$ cat src/rtl/instruction_fetch_if.sv
// Fetch-stage bundle: PC control and program-load inputs toward the fetch unit, plus IF/ID outputs and perf counters.
interface instruction_fetch_if;
  logic        PC_Write;
  logic        PCSrc;
  logic [63:0] branch_target;
  logic        imem_we;
  logic [5:0]  imem_addr;
  logic [7:0]  imem_wdata;
  logic [31:0] instruction;
  logic [63:0] PC_Out;
  logic        misalign_fault;
  logic [31:0] fetch_count;
  logic [31:0] stall_count;

  modport master (
    output PC_Write, PCSrc, branch_target, imem_we, imem_addr, imem_wdata,
    input  instruction, PC_Out, misalign_fault, fetch_count, stall_count
  );

  modport slave (
    input  PC_Write, PCSrc, branch_target, imem_we, imem_addr, imem_wdata,
    output instruction, PC_Out, misalign_fault, fetch_count, stall_count
  );
endinterface

$ cat src/rtl/instruction_fetch.sv
// IF stage: 64-bit PC with redirect/advance/hold, 64-byte byte-writable imem read combinationally (0-cycle), no backpressure.
// Optional perf counters enabled by macro IFETCH_PERF_CNT_EN; otherwise counter ports are tied to 0.
module instruction_fetch (
  input logic             clk,
  input logic             reset,
  instruction_fetch_if.slave bus
);

  logic [63:0] pc_q, pc_d;
  logic        fault_q, fault_d;
  logic [7:0]  mem_q [0:63];

  always_comb begin
    pc_d    = pc_q;
    fault_d = fault_q;
    if (bus.PCSrc) begin
      pc_d = {bus.branch_target[63:2], 2'b00};
      if (bus.branch_target[1:0] != 2'b00) begin
        fault_d = 1'b1;
      end
    end else if (bus.PC_Write) begin
      pc_d = pc_q + 64'd4;
    end
  end

  always_ff @(posedge clk or negedge reset) begin
    if (!reset) begin
      pc_q    <= 64'd0;
      fault_q <= 1'b0;
    end else begin
      pc_q    <= pc_d;
      fault_q <= fault_d;
    end
  end

  // Memory sits outside the reset domain so a program loaded under reset survives it.
  always_ff @(posedge clk) begin
    if (bus.imem_we) begin
      mem_q[bus.imem_addr] <= bus.imem_wdata;
    end
  end

  assign bus.instruction = {mem_q[{pc_q[5:2], 2'd3}], mem_q[{pc_q[5:2], 2'd2}],
                            mem_q[{pc_q[5:2], 2'd1}], mem_q[{pc_q[5:2], 2'd0}]};
  assign bus.PC_Out         = pc_q;
  assign bus.misalign_fault = fault_q;

`ifdef IFETCH_PERF_CNT_EN
  logic [31:0] fetch_cnt_q, fetch_cnt_d;
  logic [31:0] stall_cnt_q, stall_cnt_d;

  always_comb begin
    fetch_cnt_d = fetch_cnt_q;
    stall_cnt_d = stall_cnt_q;
    if (bus.PCSrc || bus.PC_Write) begin
      if (fetch_cnt_q != 32'hFFFF_FFFF) fetch_cnt_d = fetch_cnt_q + 32'd1;
    end else begin
      if (stall_cnt_q != 32'hFFFF_FFFF) stall_cnt_d = stall_cnt_q + 32'd1;
    end
  end

  always_ff @(posedge clk or negedge reset) begin
    if (!reset) begin
      fetch_cnt_q <= 32'd0;
      stall_cnt_q <= 32'd0;
    end else begin
      fetch_cnt_q <= fetch_cnt_d;
      stall_cnt_q <= stall_cnt_d;
    end
  end

  assign bus.fetch_count = fetch_cnt_q;
  assign bus.stall_count = stall_cnt_q;
`else
  assign bus.fetch_count = 32'd0;
  assign bus.stall_count = 32'd0;
`endif

endmodule

$ cat src/flat_wrapper.sv
// flat-port wrapper written by rule: the top's interface ports become plain ports
module instruction_fetch_flat 
  (clk, reset, bus_PC_Write, bus_PCSrc, bus_branch_target, bus_imem_we, bus_imem_addr, bus_imem_wdata, bus_instruction, bus_PC_Out, bus_misalign_fault, bus_fetch_count, bus_stall_count);
  instruction_fetch_if bus_i ();
  input logic clk;
  input logic reset;
  input wire logic [$bits(bus_i.PC_Write)-1:0] bus_PC_Write;
  input wire logic [$bits(bus_i.PCSrc)-1:0] bus_PCSrc;
  input wire logic [$bits(bus_i.branch_target)-1:0] bus_branch_target;
  input wire logic [$bits(bus_i.imem_we)-1:0] bus_imem_we;
  input wire logic [$bits(bus_i.imem_addr)-1:0] bus_imem_addr;
  input wire logic [$bits(bus_i.imem_wdata)-1:0] bus_imem_wdata;
  output wire logic [$bits(bus_i.instruction)-1:0] bus_instruction;
  output wire logic [$bits(bus_i.PC_Out)-1:0] bus_PC_Out;
  output wire logic [$bits(bus_i.misalign_fault)-1:0] bus_misalign_fault;
  output wire logic [$bits(bus_i.fetch_count)-1:0] bus_fetch_count;
  output wire logic [$bits(bus_i.stall_count)-1:0] bus_stall_count;
  assign bus_i.PC_Write = bus_PC_Write;
  assign bus_i.PCSrc = bus_PCSrc;
  assign bus_i.branch_target = bus_branch_target;
  assign bus_i.imem_we = bus_imem_we;
  assign bus_i.imem_addr = bus_imem_addr;
  assign bus_i.imem_wdata = bus_imem_wdata;
  assign bus_instruction = bus_i.instruction;
  assign bus_PC_Out = bus_i.PC_Out;
  assign bus_misalign_fault = bus_i.misalign_fault;
  assign bus_fetch_count = bus_i.fetch_count;
  assign bus_stall_count = bus_i.stall_count;
  instruction_fetch u_core (.clk(clk), .reset(reset), .bus(bus_i));
endmodule
$ cat config.mk
export PLATFORM = sky130hd
export DESIGN_NAME = instruction_fetch_flat
export DESIGN_NICKNAME = d
export VERILOG_FILES = /design/src/rtl/instruction_fetch_if.sv /design/src/rtl/instruction_fetch.sv /design/src/flat_wrapper.sv
export SDC_FILE = /design/constraint.sdc
export NUM_CORES = 1
export LEC_CHECK = 0
export ABC_CLOCK_PERIOD_IN_PS = 3760
export CORE_ASPECT_RATIO = 1.75
export CORE_UTILIZATION = 53
export CTS_BUF_LIST = sky130_fd_sc_hd__clkbuf_4
export DETAILED_ROUTE_END_ITERATION = 8
export HOLD_SLACK_MARGIN = 0.12
export PLACE_DENSITY = 0.75
export SKIP_CTS_REPAIR_TIMING = 1
export SLEW_MARGIN = 20
export SYNTH_ARGS = -nofsm -noshare
export SYNTH_HDL_FRONTEND = slang
export SYNTH_SLANG_ARGS = --single-unit
$ cat constraint.sdc
create_clock -name clk -period 3.76 [get_ports clk]
set_input_delay 0.752 -clock clk [delete_from_list [all_inputs] [get_ports clk]]
set_output_delay 0.752 -clock clk [all_outputs]
set_load 0.05 [all_outputs]
---- After elaboration in Yosys (flattened, before gate mapping) ----
Memories as Yosys holds them, arrays and structs flattened.
Index checks and enable logic that the tools add are counted.
storage, ports and cells
  register bits ........................... 65
  bits in latches ......................... 0
  memory bits (writable) .................. 512
  bits in read-only memories .............. 0
  output and inout bits ................... 161
  logic and storage cells ................. 11
  memories kept ........................... 1
cells by class
  $add $sub $neg .......................... 1
  multiply operators ...................... 0
  divide/modulo/power cells ............... 0
  magnitude comparators ................... 0
  equality and inequality tests ........... 0
  shift operators ......................... 0
  multiplexer cells ....................... 4
  bitwise gates (word level) .............. 0
  reduce and logical (&&, ||, !) cells .... 3
memories
  name          words  width  read ports  clocked after Yosys merged registers in  wr ports  line                     text
  u_core.mem_q  64     8      4           0                                        1         instruction_fetch.sv:11  logic [7:0] mem_q [0:63];
operators by type and width
  cell                   count
  $mux 64                2
  $add 64x3->64 const B  1
  $reduce_bool 2->1      2
  $mux 1                 2
  $reduce_and 2->1       1

---- Logic depth before layout (Yosys ltp) ----
  depth in word-level cells ............... 3
  mapped depth ............................ 8
  depth with buffers taken out ............ 6

---- Worst setup path after synthesis ----
OpenSTA, ideal clock, no wires.
  kind .................................... reg2out
  from .................................... register u_core.pc_q[2] (netlist: u_core.bus.PC_Out[2])
  to ...................................... output bus_instruction[12]
  data arrival time ....................... 2.877 ns
  required time ........................... 3.008 ns
  setup slack ............................. 0.131 ns
  stages on the path, launching flop included .. 6
  path through ............................ dfrtp_1 clkbuf_1 buf_2 buf_1 mux4_2 mux4_2
between the ends
  word-level cells in the longest chain between the ends .. 1
ends and longest elaborated chain
  element                 line                     text
  start, declared         instruction_fetch.sv:9   logic [63:0] pc_q, pc_d;
  start signal, assigned  instruction_fetch.sv:31  pc_q <= pc_d;
  $mem_v2 64x8            --
  end, declared           flat_wrapper.sv:13       output wire logic [$bits(bus_i.instruction)-1:0] bus_instruction;
Every way passes these cells.

---- Final worst setup path ----
  from .................................... register u_core.pc_q[2] (netlist: u_core.bus.PC_Out[2])
  to ...................................... output bus_instruction[6]
Same word-level chain as after synthesis.

==> flow_summary.toml <==
[cts]
clockRootBuffer = "clkbuf_4"
cts_buffers = 120
path_clk_slew_ns = 0.07
htree_levels = 3
cts_tree = "yes"
clkLatencyLatePin_ns = 0.86
clk_path_buf_depth = 3
clock-sinks = 575

[grt]
grt-ovfl-total = 0
grt_max_degree = 80
grt_pass1_vias = 13500
antenna_found_initial = 1
grt_use_total_pct = 24.4
grt_first_pass_wirelength_um = 81000

[setup_path]
critPathTopFamily = "multiplexers"
cp_cell_sequence = "buf_12 > buf_16 > mux4_2 > mux4_2 > buf_6"
startpoint_type = "flop"
crit_arrival_ns = 2.97
cp.buffers_inverters = 3
critPathMostFrequentCell = "mux4_2"
slowest_delay_ns = 0.55
crit_slowest_cell = "mux4_2"
critPathKind = "flop to primary output"
critPathMaxFanout = 26
end_kind = "primary output"
worstPathRequired_ns = 3.01
setup.reg_to_reg.worst_slack_ns = 0.71

[sta]
period_share_pct = 98.9
setup_viol = 0
min_period_ns = 3.72
slew_viol_final = 0
finClkSkew_ns = 0.0408
hold_violations = 0
rsz0062_at_grt = "true"
worstMarginPinSlew_ns = 1.06
max_slew_margin_pct = 29.2
fmax_mhz = 269

[routing]
vias = 13500
drtPass1Iterations = 7
ant_nets = 0
wl_per_cell_um = 24.2
first_iter_violations = 1287
vias_per_cell = 5.84
wirelength_um = 55700
route.detailed.drc = 0

[die]
die_height_um = 282
start_util_pct = 53.7
rows = 102
die_x_um = 162
coreArea_um2 = 44300
ioPinCount = 244
dieArea_um2 = 45700

[power_and_ir_drop]
power_frac_seq_pct = 51.0
leakage_nw = 9.47
p_sw_mw = 3.84
clkPwrFrac_pct = 32.4
switching_share_pct = 27.3
intPower_mw = 10.2
ir_worst_vdd_uv = 259
p_per_area_nw_per_um2 = 500
power_frac_comb_pct = 16.6
total_power_mw = 14.1

[synth]
synth_warnings = 0
synth_cells = 1313
synth_area_leaders = "edfxtp_1 65%, mux4_2 15%, dfrtp_1 6.6%"
yosysTopAreaCellShare_pct = 64.7
synth_edf_count = 512
synth_ff_type = "edfxtp_1"
yosysSeqAreaShare_pct = 71.3
syn-cell-area_um2 = 23800
ys_seq_elements = 575
synth.avg_cell_area_um2 = 18.1
async_reset_ff_share_pct = 11.0
synth_largest_area_cell = "edfxtp_1"
ys_types = 42

[flow_run]
drv_cap = 0

[finish]
nets = 1730
area_growth_pct = 18.5
final_cell_mix = "512 x edfxtp_1, 166 x clkbuf_4, 160 x mux4_2"
drive_gt1_share_pct = 28.7
final_core_util_pct = 63.6
final_common_cell = "edfxtp_1"

[placement]
dpl.hpwl_um = 36400
portBuffers = 177
routabilityCongestion = 1.04

[status]
status = "complete, no violations"

[hold_path]
hold_path.class = "primary input to flop"
[worst paths after layout]
check / from / end / cells after the start
setup / recovery: u_core.bus.PC_Out[2]$_DFFE_PN0N_ / bus_instruction[6] / 5
hold / removal: bus_imem_wdata[1] / u_core.mem_q[55][1]$_DFFE_PP_ / 1
setup reg to reg: u_core.bus.PC_Out[3]$_DFFE_PN0N_ / u_core.bus.PC_Out[58]$_DFFE_PN0N_ / 7
hold reg to reg: u_core.bus.misalign_fault$_DFFE_PN0P_ / u_core.bus.misalign_fault$_DFFE_PN0P_ / 1
max in group asynchronous: reset / u_core.bus.PC_Out[2]$_DFFE_PN0N_ / 3
min in group asynchronous: reset / u_core.bus.PC_Out[3]$_DFFE_PN0N_ / 2
[per-stage QoR]
step	setup slack [ns]	hold slack (ns)	cells	cell area (um2)	setup TNS, ns
after global routing	-0.0430	0.277	2302	28200	-0.332
final	0.0428	0.308	2303	28200	0
after CTS	-0.182	-0.131	2289	27900	-3.30
after floorplan	0.131	0.456	1378	24000	0
after global placement	0.442	0.451	2084	26400	0
after detailed placement	0.414	0.471	2084	26400	0
[cell type report]
type,instances,area [um2]
antenna,2,5.00
clock buffer,166,1250
clock inverter,39,268
fill,3127,16100
inverter,7,26.3
multi-input combinational,664,6280
sequential,575,17000
tap,572,716
timing repair buffer,278,2660
[layer usage]
layer  global-route usage (%)  share of wire [%]  vias to the layer above
li1                         -                  -                     5870
met1                     26.6                 35                     6826
met5                        0                  0                        -
met3                     4.57                6.0                      125
met4                     12.6                4.2                        0
met2                     44.9                 55                      631
[power by group through the flow]
| stage | Combinational (mW) | Clock (mW) | Sequential [mW] |
|---|---|---|---|
| after floorplan | 1.36 | 0 | 7.49 |
| after global placement | 2.22 | 0 | 7.32 |
| after detailed placement | 2.24 | 0 | 7.33 |
| after CTS | 2.25 | 4.67 | 7.19 |
| after global routing | 2.44 | 4.98 | 7.19 |
| final | 2.33 | 4.56 | 7.18 |
[logic make-up after synthesis]
family | count (synthesis) | share of synthesized area [%]
compound gates | 71 | 1.65
xor+xnor | 46 | 1.70
fa+ha+maj | 1 | 0.0526
buf+inv | 139 | 3.27
flops | 575 | 71.3
mux | 165 | 15.4
other cells | 1 | 0.0158
simple gates | 315 | 6.61
[flip-flops by register name (all words and copies together) (netlist names)]
| signal | cells |
|---|---|
| u_core.bus.misalign_fault | 1 |
| u_core.mem_q | 512 |
| u_core.bus.PC_Out | 62 |
[cells in the mapped netlist (all sizes together), types with 3 or more instances]
cell	n
nand2	77
or4	8
mux4	160
mux2i	3
xor2	19
nor2	83
or3	11
and2	3
nand2b	5
buf	87
o21ai	54
nand3	34
nor3	9
edfxtp	512
and4	10
dfrtp	63
nor2b	6
inv	7
clkbuf	45
nor4	21
nand4b	3
xnor2	27
a31oi	8
nand4	30
and3	12
Note: power is estimated with default switching activity, not from simulation.
